<file path="src/rtl/seg7_pkg.sv">
// seg7_pkg: shared segment patterns, digit count and digit-index type for the seven-segment scanner
package seg7_pkg;
    localparam int NUM_DIGITS = 6;
    typedef logic [2:0] digit_idx_t;
    localparam logic [6:0] SEG_0     = 7'h3F;
    localparam logic [6:0] SEG_1     = 7'h06;
    localparam logic [6:0] SEG_2     = 7'h5B;
    localparam logic [6:0] SEG_3     = 7'h4F;
    localparam logic [6:0] SEG_4     = 7'h66;
    localparam logic [6:0] SEG_5     = 7'h6D;
    localparam logic [6:0] SEG_6     = 7'h7D;
    localparam logic [6:0] SEG_7     = 7'h07;
    localparam logic [6:0] SEG_8     = 7'h7F;
    localparam logic [6:0] SEG_9     = 7'h6F;
    localparam logic [6:0] SEG_MINUS = 7'h40;
    localparam logic [6:0] SEG_E     = 7'h79;
    localparam logic [6:0] SEG_BLANK = 7'h00;
endpackage

</file>
<file path="src/rtl/seg7_scan_if.sv">
// seg7_scan_if: value capture inputs and scanned display outputs of the seven-segment driver
interface seg7_scan_if;
    logic        load;
    logic [19:0] bcd;
    logic        sign;
    logic [5:0]  an;
    logic [6:0]  seg;
    logic        frame_done;
    modport master (output load, bcd, sign, input an, seg, frame_done);
    modport slave  (input load, bcd, sign, output an, seg, frame_done);
endinterface

</file>
<file path="src/rtl/seg7_decode.sv">
// seg7_decode: BCD nibble plus blank flag to active-high {g,f,e,d,c,b,a} pattern
module seg7_decode
    import seg7_pkg::*;
(
    input  logic [3:0] i_nib,
    input  logic       i_blank,
    output logic [6:0] o_seg
);
    logic [6:0] w_pat;
    // standard digit glyphs; non-decimal nibbles render as 'E'
    always_comb begin
        case (i_nib)
            4'd0:    w_pat = SEG_0;
            4'd1:    w_pat = SEG_1;
            4'd2:    w_pat = SEG_2;
            4'd3:    w_pat = SEG_3;
            4'd4:    w_pat = SEG_4;
            4'd5:    w_pat = SEG_5;
            4'd6:    w_pat = SEG_6;
            4'd7:    w_pat = SEG_7;
            4'd8:    w_pat = SEG_8;
            4'd9:    w_pat = SEG_9;
            default: w_pat = SEG_E;
        endcase
    end
    assign o_seg = i_blank ? SEG_BLANK : w_pat;
endmodule

</file>
<file path="src/rtl/seg7_scan.sv">
// seg7_scan: time-multiplexed 6-digit display driver with zero blanking and frame-synchronous updates
module seg7_scan
    import seg7_pkg::*;
#(
    parameter int CLK_DIV        = 50000,
    parameter int BLANK_CYCLES   = 2,
    parameter bit SEG_ACTIVE_LOW = 1,
    parameter bit AN_ACTIVE_LOW  = 1
) (
    input  logic        clk,
    input  logic        rst,
    seg7_scan_if.slave  bus
);
    localparam int CW = $clog2(CLK_DIV);
    localparam logic [CW-1:0] LAST_CNT  = CW'(CLK_DIV - 1);
    localparam logic [CW-1:0] BLANK_CNT = CW'(BLANK_CYCLES);
    localparam digit_idx_t    LAST_IDX  = digit_idx_t'(NUM_DIGITS - 1);
    localparam logic [5:0]    AN_POL    = {6{AN_ACTIVE_LOW}};
    localparam logic [6:0]    SEG_POL   = {7{SEG_ACTIVE_LOW}};

    logic [CW-1:0] r_cnt;
    digit_idx_t    r_idx;
    logic [19:0]   r_sh_bcd, r_dp_bcd;
    logic          r_sh_sign, r_dp_sign;
    logic [5:0]    r_an;
    logic [6:0]    r_seg;
    logic          r_fd;

    logic          w_slot_end, w_frame_end, w_on;
    logic [23:0]   w_ext;
    logic [3:0]    w_nib;
    logic [7:0]    w_lz;
    logic [6:0]    w_dig, w_pat;
    logic [5:0]    w_an;

    assign w_slot_end  = r_cnt == LAST_CNT;
    assign w_frame_end = w_slot_end && r_idx == LAST_IDX;
    assign w_ext       = {4'h0, r_dp_bcd};
    assign w_nib       = w_ext[{r_idx, 2'b00} +: 4];
    assign w_on        = r_cnt >= BLANK_CNT;

    // w_lz[k] marks digit k as a leading zero; units and sign positions never are
    always_comb begin
        w_lz    = '0;
        w_lz[4] = r_dp_bcd[19:16] == 4'h0;
        for (int k = 3; k >= 1; k--) w_lz[k] = w_lz[k+1] && r_dp_bcd[4*k +: 4] == 4'h0;
    end

    seg7_decode u_dec (
        .i_nib   (w_nib),
        .i_blank (w_lz[r_idx]),
        .o_seg   (w_dig)
    );

    assign w_an  = w_on ? 6'b000001 << r_idx : 6'h00;
    assign w_pat = !w_on ? SEG_BLANK : r_idx == LAST_IDX ? (r_dp_sign ? SEG_MINUS : SEG_BLANK) : w_dig;

    // scan counters, shadow capture and wrap-time commit so a frame never mixes two values
    always_ff @(posedge clk) begin
        if (rst) begin
            r_cnt     <= '0;
            r_idx     <= '0;
            r_sh_bcd  <= '0;
            r_sh_sign <= 1'b0;
            r_dp_bcd  <= '0;
            r_dp_sign <= 1'b0;
        end else begin
            r_cnt <= w_slot_end ? '0 : r_cnt + 1'b1;
            if (w_slot_end) r_idx <= w_frame_end ? '0 : r_idx + 1'b1;
            if (bus.load) {r_sh_bcd, r_sh_sign} <= {bus.bcd, bus.sign};
            if (w_frame_end) {r_dp_bcd, r_dp_sign} <= bus.load ? {bus.bcd, bus.sign} : {r_sh_bcd, r_sh_sign};
        end
    end

    // output stage: one register delay, polarity applied here only
    always_ff @(posedge clk) begin
        if (rst) begin
            r_an  <= AN_POL;
            r_seg <= SEG_BLANK ^ SEG_POL;
            r_fd  <= 1'b0;
        end else begin
            r_an  <= w_an ^ AN_POL;
            r_seg <= w_pat ^ SEG_POL;
            r_fd  <= w_frame_end;
        end
    end

    assign bus.an         = r_an;
    assign bus.seg        = r_seg;
    assign bus.frame_done = r_fd;
endmodule

</file>
<file path="src/flat_wrapper.sv">
// flat-port wrapper written by rule: the top's interface ports become plain ports
module seg7_scan_flat import seg7_pkg::*;
#(
    parameter int CLK_DIV        = 50000,
    parameter int BLANK_CYCLES   = 2,
    parameter bit SEG_ACTIVE_LOW = 1,
    parameter bit AN_ACTIVE_LOW  = 1
)
  (clk, rst, bus_load, bus_bcd, bus_sign, bus_an, bus_seg, bus_frame_done);
  seg7_scan_if bus_i ();
  input  logic clk;
  input  logic rst;
  input wire logic [$bits(bus_i.load)-1:0] bus_load;
  input wire logic [$bits(bus_i.bcd)-1:0] bus_bcd;
  input wire logic [$bits(bus_i.sign)-1:0] bus_sign;
  output wire logic [$bits(bus_i.an)-1:0] bus_an;
  output wire logic [$bits(bus_i.seg)-1:0] bus_seg;
  output wire logic [$bits(bus_i.frame_done)-1:0] bus_frame_done;
  assign bus_i.load = bus_load;
  assign bus_i.bcd = bus_bcd;
  assign bus_i.sign = bus_sign;
  assign bus_an = bus_i.an;
  assign bus_seg = bus_i.seg;
  assign bus_frame_done = bus_i.frame_done;
  seg7_scan #(.CLK_DIV(CLK_DIV), .BLANK_CYCLES(BLANK_CYCLES), .SEG_ACTIVE_LOW(SEG_ACTIVE_LOW), .AN_ACTIVE_LOW(AN_ACTIVE_LOW)) u_core (.clk(clk), .rst(rst), .bus(bus_i));
endmodule
</file>
<file path="config.mk">
export PLATFORM = sky130hd
export DESIGN_NAME = seg7_scan_flat
export DESIGN_NICKNAME = d
export VERILOG_FILES = /design/src/rtl/seg7_pkg.sv /design/src/rtl/seg7_scan_if.sv /design/src/rtl/seg7_decode.sv /design/src/rtl/seg7_scan.sv /design/src/flat_wrapper.sv
export SDC_FILE = /design/constraint.sdc
export NUM_CORES = 1
export LEC_CHECK = 0
export BUFFER_PORTS_ARGS = -buffer_cell sky130_fd_sc_hd__buf_2
export CORE_MARGIN = 10
export CORE_UTILIZATION = 58
export DETAILED_ROUTE_END_ITERATION = 12
export PLACE_DENSITY = 0.79
export SYNTH_ARGS = -nofsm -noshare
export SYNTH_HDL_FRONTEND = slang
export SYNTH_SLANG_ARGS = --single-unit
</file>
<file path="constraint.sdc">
create_clock -name clk -period 2.5 [get_ports clk]
set_input_delay 0.375 -clock clk [delete_from_list [all_inputs] [get_ports clk]]
set_output_delay 0.375 -clock clk [all_outputs]
set_load 0.01 [all_outputs]
</file>
==> results.toml, run 1 <==
[outcome]
status = "finished, final reports clean"

[detailed_routing]
wl_met2_um = 3022
wl_met1_um = 3207
totalWireLength_um = 6801
remaining_drc_errors = 0
drt_first_iter_violations = 169
wl_per_cell_um = 14.59
final_antenna_net_count = 0
dr_wl_met3_um = 421
via_per_inst = 5.524
highest_layer = "met4"
drt_pass1_iterations = 4
via_count = 2574

[critical_path]
r2r_cells = 8
timing.rr.end = "u_core.bus.seg[6]"
end_kind = "register"
startpoint_type = "register"
worst-path-max-fanout = 12
path_class = "register to register"
cp_data_arrival_time_ns = 2.39
rrSetupSlack_ns = 0.32
rr_startpoint = "u_core.r_idx[1]"
worstPathRequired_ns = 2.71

[cts]
root_buffer = "clkbuf_8"
htreeDepth = 3
clk_latency_ns = 0.34
clkTransAtPathRegs_ns = 0.08
ctsLongestPathBuffers = 2
hold_buffers = 0
cts_setup_buffers = 0
tritoncts = "done"
cts.sinks = 75
cts_made_buffers = 9

[placed_design]
hpwl_um = 4889
pre_cts_slack_ns = 0.2228
placed_cell_area_sq_um = 3600
io_buffers = 37
globalplace.congestion = 0.9333

[yosys]
yosysWarnings = 0
ys_ff_latch = 75
synth_most_common_cell = "dfxtp_1"
syn_nets = 391
synthCells = 355
seq_area_frac_synth_pct = 44.63
yosys.area.top_type_share_pct = 44.63
synth_edf_count = 0
ys_top_cells_by_area = "dfxtp_1, mux2i_1, nor2_1"
synth_area_sq_um = 3364
synth_area_leader_cell = "dfxtp_1"
synthArstFlopShare_pct = 0
ys_top_cells_by_count = "dfxtp_1, nor2_1, mux2i_1"
syn_area_per_cell_sq_um = 9.477
postSynth.topFlopCell = "dfxtp_1"
synth_cell_types = 43

[floorplan]
fp.dieW_um = 96.17
dieArea_sq_um = 9248
rows = 27
start_util_pct = 60.36
pin_count = 38
die_y_um = 96.17
core_sq_um = 5574

[timing]
rsz0062_at_grt = "false"
tns_ns = 0
clock_skew_ns = 0.007220
slew_violations = 0
fin_crit_ns = 2.180
timing.fmax_ghz = 0.4588
fin_crit_sh_pct = 87.19
relSlewSlack_pct = 47.88
report.final.hold_viol_count = 0
worst_slack_ns = 0.3202
worst-slew-pin-transition_ns = 0.7746
setup_viol = 0

[pwr]
power_frac_comb_pct = 5.9
p_sw_mw = 0.5183
p_int_mw = 1.867
switching_share_pct = 21.73
cellLeakagePower_nw = 1.453
power_frac_seq_pct = 52.1
p_per_area_nw_per_um2 = 624.1
ir_worst_vdd_uv = 518.8
clkPwrFrac_pct = 42.0

[final_layout]
drive_above_1_share_pct = 22.59
nets = 426
num_antenna_cells = 0
final_area_sq_um = 3822
area_growth_syn_to_layout_pct = 13.61

[grt]
grt_pass1_vias = 2517
grt_pass1_wl_um = 11360
antenna_found_initial = 0
grt_max_degree = 43
globalRoute.totalOverflow = 0
track_usage_pct = 15.44

[worst_hold_path]
hp-start = "bus_bcd[19]"
holdPathEnd = "u_core.r_sh_bcd[19]"
hold_path.class = "primary input to register"
whs_path_depth = 3

[flow_run]
max_cap_violations = 0
[metal layers]
metal | vias to the layer above | track usage [%]
met1 | 1202 | 19.70
li1 | 1300 | -
met2 | 57 | 23.04
met5 | - | 0
met4 | 0 | 8.600
met3 | 15 | 4.202
[state kept, by name, summed over array words and instances, names as in the netlist, 3 cells and up]
register and count:
u_core.r_sh_bcd 20, u_core.bus.seg 7, u_core.r_cnt 16, u_core.r_dp_bcd 20, u_core.bus.an 6, u_core.r_idx 3
[cell usage in the layout, fill, tap and decap left out, drive strengths merged, types with 9 or more instances in the layout]
| cell | netlist | routed |
|---|---|---|
| a211oi | 21 | 21 |
| buf | 10 | 44 |
| clkbuf | 10 | 10 |
| dfxtp | 75 | 75 |
| ha | 12 | 12 |
| mux2i | 33 | 33 |
| nand2 | 21 | 21 |
| nand3 | 14 | 14 |
| nor2 | 72 | 72 |
| nor4 | 9 | 9 |
[area by class of cell]
type | count | area (sq um)
multi-input combinational | 251 | 1730
clock buffer | 10 | 137.6
fill | 437 | 1752
timing repair buffer | 44 | 250.2
tap | 72 | 90.09
clock inverter | 5 | 77.57
inverter | 9 | 33.78
sequential | 75 | 1503
[through the flow]
step	utilization (%)	cells	hold slack (ns)	total power [mW]
final	68.57	466	0.3026	2.385
after global routing	68.57	466	0.3365	2.466
after CTS	68.44	466	0.3030	2.407
after detailed placement	64.58	451	0.4720	1.412
after global placement	64.58	451	0.4556	1.408
after floorplan	-	355	0.4409	1.363
[critical path, stage by stage (launching register included)]
cell and delay (ns):
dfxtp_2 0.51, mux2_2 0.37, a21oi_1 0.17, o21a_1 0.21
inv_1 0.08, ha_1 0.22, o21ai_0 0.18, o2bb2ai_1 0.16
o221ai_1 0.15
[kinds of logic after synthesis]
group	count (synthesis)	synth area share, %
AO/OA/AOI/OAI	50	13.09
XOR/XNOR	14	3.645
adder cells (fa/ha/maj)	12	4.463
buffers and inverters	29	4.128
flip-flops	75	44.63
multiplexers	37	11.16
AND/OR/NAND/NOR	138	18.89
[worst max-delay path by stage]
stage                          startpoint                end  slack (ns)  cells after the start
final                     u_core.r_idx[1]  u_core.bus.seg[6]        0.32                      8
after global routing      u_core.r_idx[1]  u_core.bus.seg[6]        0.18                      9
after CTS                 u_core.r_idx[1]  u_core.bus.seg[6]        0.18                      8
after detailed placement  u_core.r_idx[1]  u_core.bus.seg[6]        0.22                      8
after global placement    u_core.r_idx[1]  u_core.bus.seg[6]        0.31                      8
after floorplan           u_core.r_idx[1]  u_core.bus.seg[6]        0.29                     10
[repair_timing]
item,4_1_cts,5_1_grt
endpoints found under the hold margin,0,0
setup endpoints to repair,0,3
resized for setup,0,2
[power by group through the flow]
stage / Sequential (mW) / Combinational [mW] / Clock, mW
floorplan: 1.28 / 0.0857 / 0
global placement: 1.27 / 0.137 / 0
detailed placement: 1.27 / 0.140 / 0
CTS: 1.24 / 0.141 / 1.02
global route: 1.25 / 0.157 / 1.06
finish: 1.24 / 0.140 / 1.00
Note: power is estimated with default switching activity, not from simulation.
==> run 2: changes to the inputs <==
Settings changed: CORE_UTILIZATION 58 to 60, PLACE_DENSITY 0.79 to 0.82.
Clock period 2.5 ns to 2.75 ns, I/O delays scaled along.
==> results.toml, run 2 (same netlist as run 1, synthesis figures left out) <==
[floorplan]
fp.dieW_um = 94.88
dieArea_sq_um = 9002
die_y_um = 94.88
rows = 27
pin_count = 38
start_util_pct = 61.48
core_sq_um = 5473

[detailed_routing]
wl_per_cell_um = 14.40
remaining_drc_errors = 0
drt_pass1_iterations = 4
final_antenna_net_count = 0
totalWireLength_um = 6694
via_per_inst = 5.533
via_count = 2573
drt_first_iter_violations = 167

[final_layout]
fillerInstances = 457
final_cell_mix = "dfxtp_1, nor2_1, buf_2, mux2i_1, nand2_1"
nets = 424
final_core_utilization_pct = 68.54
area_growth_syn_to_layout_pct = 11.49
num_antenna_cells = 0
final_common_cell = "dfxtp_1"
reg_top3 = "u_core.r_dp_bcd: 20 flops, u_core.r_sh_bcd: 20 flops, u_core.r_cnt: 16 flops"
drive_above_1_share_pct = 21.63

[placed_design]
io_buffers = 37
globalplace.congestion = 0.9422
hpwl_um = 4839

[cts]
clkTransAtPathRegs_ns = 0.07
ctsLongestPathBuffers = 2
htreeDepth = 3
hold_buffers = 0
cts_made_buffers = 9
clk_latency_ns = 0.35
cts.repair.resized = 0
cts_setup_buffers = 0
root_buffer = "clkbuf_8"
tritoncts = "done"
cts.sinks = 75

[timing]
clock_skew_ns = 0.01032
slew_violations = 0
worst-slew-pin-transition_ns = 0.7138
fin_crit_ns = 2.301
tns_ns = 0
rsz0062_at_grt = "false"
fin_crit_sh_pct = 83.66
relSlewSlack_pct = 51.98
setup_viol = 0
timing.fmax_ghz = 0.4347
report.final.hold_viol_count = 0

[flow_run]
max_cap_violations = 0

[pwr]
switching_share_pct = 24.15
power_mw = 2.010
p_int_mw = 1.524
power_frac_seq_pct = 56.3
p_sw_mw = 0.4853
power_frac_comb_pct = 6.2
p_per_area_nw_per_um2 = 535.8
ir_worst_vdd_uv = 402.9
clkPwrFrac_pct = 37.5
cellLeakagePower_nw = 1.416

[critical_path]
cp-endpoint = "u_core.bus.seg[6]"
crit_family = "compound AO/OA/AOI/OAI gates"
cp_data_arrival_time_ns = 2.50
r2r_cells = 10
path_class = "register to register"
cp.depth = 10
worstPathRequired_ns = 2.95
startpoint = "u_core.r_idx[1]"
crit_path_top_delay_cell = "dfxtp_1"
rr_startpoint = "u_core.r_idx[1]"
crit_chain = "buf_4, mux2i_1, mux2_2, o21a_1, inv_1, ha_1, inv_1, a21oi_1, o2bb2ai_1, o221ai_1"
end_kind = "register"
max_stage_delay_ns = 0.49
rrSetupSlack_ns = 0.45
crit_buf_inv = 3
timing.rr.end = "u_core.bus.seg[6]"
startpoint_type = "register"
worst-path-max-fanout = 8
critPathMostFrequentCell = "inv_1"

[grt]
globalRoute.totalOverflow = 0
grt_pass1_wl_um = 11560
antenna_found_initial = 0
track_usage_pct = 16.06
grt_max_degree = 45
grt_pass1_vias = 2424

[worst_hold_path]
hold_path.class = "primary input to register"

[outcome]
status = "finished, final reports clean"
## run 2: worst min-delay path: stages
cell and delay [ns]:
buf_2 0.08, mux2i_1 0.08, nor2_1 0.08
## run 2: how the worst min path moves through the flow
stage               depth (start not counted)          endpoint  slack [ns]              from
detailed placement                          2  u_core.r_sh_sign        0.48  u_core.r_sh_sign
finish                                      3  u_core.r_sh_sign        0.33          bus_sign
global placement                            1   u_core.r_cnt[0]        0.46   u_core.r_cnt[0]
global route                                2   u_core.r_cnt[2]        0.34               rst
floorplan                                   1   u_core.r_cnt[0]        0.44   u_core.r_cnt[0]
CTS                                         2   u_core.r_cnt[2]        0.33               rst
## run 2: routing by layer
| metal | wire, um | vias up | GRT usage (%) |
|---|---|---|---|
| met2 | 2983 | 73 | 23.91 |
| met1 | 3107 | 1192 | 21.23 |
| li1 | - | 1300 | - |
| met5 | 0 | - | 0 |
| met3 | 504 | 8 | 5.155 |
| met4 | 98 | 0 | 5.985 |
## run 2: stage by stage
stage	cells	hold WS [ns]	area [sq um]	setup WS, ns
final	465	0.3347	3751	0.4494
after CTS	465	0.3261	3751	0.4576
after global placement	449	0.4581	3572	0.4911
after global routing	465	0.3407	3751	0.2219
after floorplan	355	0.4409	3364	0.5389
after detailed placement	449	0.4833	3572	0.4797
## run 2: layout make-up
cell class / count / area, sq um / share of cell area, %
clock buffers: 11 / 141.4 / 3.769
repair buffers: 42 / 222.7 / 5.937
multi-input cells: 251 / 1724 / 45.96
well taps: 72 / 90.09 / 2.402
inverters: 9 / 33.78 / 0.9006
flip-flops and latches: 75 / 1501 / 40.03
clock inverters: 5 / 37.54 / 1.001
## run 2: power by group through the flow
stage	sequential, mW	combinational [mW]	clock [mW]
4_1_cts	1.13	0.127	0.770
3_3_place_gp	1.16	0.124	0
2_1_floorplan	1.16	0.0779	0
3_5_place_dp	1.16	0.126	0
6_report	1.13	0.124	0.753
5_1_grt	1.14	0.142	0.818
==> run 3: changes to the inputs <==
Settings changed: ABC_AREA set to 1, CORE_UTILIZATION 60 to 52, PLACE_DENSITY 0.82 to 0.75.
Clock period 2.75 ns to 1.9 ns, I/O delays scaled along.
==> results.toml, run 3 <==
[critical_path]
crit_family = "simple AND/OR/NAND/NOR gates"
max_stage_delay_ns = 0.37
crit_chain = "ha_1, nand2_1, nor2_4, inv_2, nor2_4, nand2_4, nor2_8, buf_4, nand2_1, o211a_1"
startpoint_type = "register"
worst-path-max-fanout = 20
cp_data_arrival_time_ns = 1.98
end_kind = "register"
worstPathRequired_ns = 2.13
path_class = "register to register"
crit_path_top_delay_cell = "dfxtp_1"
crit_buf_inv = 2

[cts]
clk_latency_ns = 0.35
tritoncts = "done"
cts_made_buffers = 9
htreeDepth = 3
hold_buffers = 0
cts.sinks = 75
ctsLongestPathBuffers = 2
cts_setup_buffers = 0
clkTransAtPathRegs_ns = 0.08
root_buffer = "clkbuf_8"

[yosys]
synth_area_leader_cell = "dfxtp_1"
synthCells = 414
synth_most_common_cell = "nand2_1"
synth_cell_types = 31
yosys.area.top_type_share_pct = 45.25
syn_area_per_cell_sq_um = 8.015
synthArstFlopShare_pct = 0
syn_nets = 450
synth_area_sq_um = 3318
yosysWarnings = 0
synth_edf_count = 0
ys_ff_latch = 75
seq_area_frac_synth_pct = 45.25
ys_top_cells_by_count = "nand2_1, dfxtp_1, nor2_1"
postSynth.topFlopCell = "dfxtp_1"
ys_top_cells_by_area = "dfxtp_1, nand2_1, nor2_1"

[grt]
antenna_found_initial = 0
track_usage_pct = 14.50
grt_max_degree = 23
grt_pass1_vias = 2776
globalRoute.totalOverflow = 0
grt_pass1_wl_um = 12050

[timing]
fin_crit_ns = 1.750
fin_crit_sh_pct = 92.08
relSlewSlack_pct = 75.99
report.final.hold_viol_count = 0
timing.fmax_ghz = 0.5716
worst-slew-pin-transition_ns = 0.3597
clock_skew_ns = 0.01203
slew_violations = 0
setup_viol = 0
rsz0062_at_grt = "true"

[final_layout]
reg_top3 = "u_core.r_dp_bcd: 20 flops, u_core.r_sh_bcd: 20 flops, u_core.r_cnt: 16 flops"
final_area_sq_um = 3780
area_growth_syn_to_layout_pct = 13.91
final_common_cell = "nand2_1"
drive_above_1_share_pct = 18.52
num_antenna_cells = 0
nets = 493
final_cell_mix = "nand2_1, dfxtp_1, nor2_1, inv_1, buf_2"
fin_cells = 536
fillerInstances = 576

[detailed_routing]
remaining_drc_errors = 0
totalWireLength_um = 6924
wl_per_cell_um = 12.92
dr_wl_met3_um = 299
drt_first_iter_violations = 140
wl_met1_um = 2993
via_per_inst = 5.170
final_antenna_net_count = 0
highest_layer = "met4"
drt_pass1_iterations = 4
wl_met2_um = 3487
via_count = 2771

[floorplan]
dieArea_sq_um = 9976
fp.dieW_um = 99.88
core_sq_um = 6277
die_y_um = 99.88
start_util_pct = 52.86
pin_count = 38
rows = 29

[pwr]
ir_worst_vdd_uv = 518.6
cellLeakagePower_nw = 1.733
p_per_area_nw_per_um2 = 755.5

[placed_design]
hpwl_um = 5299
globalplace.congestion = 0.8701
placed_cell_area_sq_um = 3605
dp.cells = 523
io_buffers = 37

[flow_run]
max_cap_violations = 0

[worst_hold_path]
hold_path.class = "primary input to register"

[outcome]
status = "finished, final reports clean"
[run 3: cell count changes after synthesis, sizes merged, moves of 8 or more]
cell and delta:
a211oi -21, inv +33, nand2 +60, o21ai +10, nand3 +20, a21oi +19
mux2i -12, nor4 -9, o211a +8
[run 3: report_power, final]
part	total, mW	internal, mW	switching [mW]
Sequential	1.63	1.62	0.0148
Clock	1.03	0.483	0.545
Combinational	0.194	0.0806	0.114
[run 3: metrics by stage]
stage / setup TNS, ns / setup slack, ns / hold slack (ns) / util (%) / power, mW
global route: -0.09440 / -0.01860 / 0.2228 / 60.22 / 2.971
global placement: 0 / 0.07183 / 0.4428 / 57.42 / 1.860
detailed placement: 0 / 0.02651 / 0.4520 / 57.42 / 1.868
CTS: 0 / 0.009554 / 0.1886 / 59.90 / 2.882
finish: 0 / 0.1505 / 0.1931 / 60.22 / 2.856
floorplan: 0 / 0.1184 / 0.4215 / - / 1.793
[run 3: routing by layer]
| layer | GRT usage, % | vias to the layer above |
|---|---|---|
| met2 | 25.14 | 50 |
| li1 | - | 1428 |
| met1 | 16.43 | 1278 |
| met3 | 3.846 | 15 |
| met5 | 0 | - |
| met4 | 5.954 | 0 |
[run 3: worst min-delay path: stages]
cell     delay, ns
buf_2         0.08
mux2i_1       0.07
nor2_1        0.08
[run 3: path summary, 6_finish.rpt]
path	start	endpoint	slack (ns)	cells after the start
min reg2reg	u_core.r_cnt[0]	u_core.r_cnt[0]	0.46	1
max reg2reg	u_core.r_cnt[0]	u_core.r_dp_bcd[4]	0.15	10
min	bus_bcd[7]	u_core.r_sh_bcd[7]	0.19	3
max	u_core.r_cnt[0]	u_core.r_dp_bcd[4]	0.15	10
[run 3: cells by family (layout without fill, tap and decap cells)]
logic type	count (synthesis)	after routing	synth area share (%)
fa+ha+maj	12	12	4.525
mux	21	21	6.335
buf+inv	57	102	7.353
compound gates	57	57	11.27
simple gates	190	190	24.74
flops	75	75	45.25
xor+xnor	2	2	0.5280
[run 3: layout make-up]
type	count	area (sq um)	area share, %
clock buffer	10	137.6	3.641
timing repair buffer	48	284.0	7.514
sequential	75	1508	39.89
tap	77	96.34	2.549
clock inverter	3	17.52	0.4634
inverter	41	153.9	4.072
multi-input combinational	282	1583	41.87
[run 3: timing repair]
action / in CTS / in global routing
hold endpoints to repair: 0 / 0
gates resized for setup: 0 / 8
setup endpoints to repair: 0 / 21
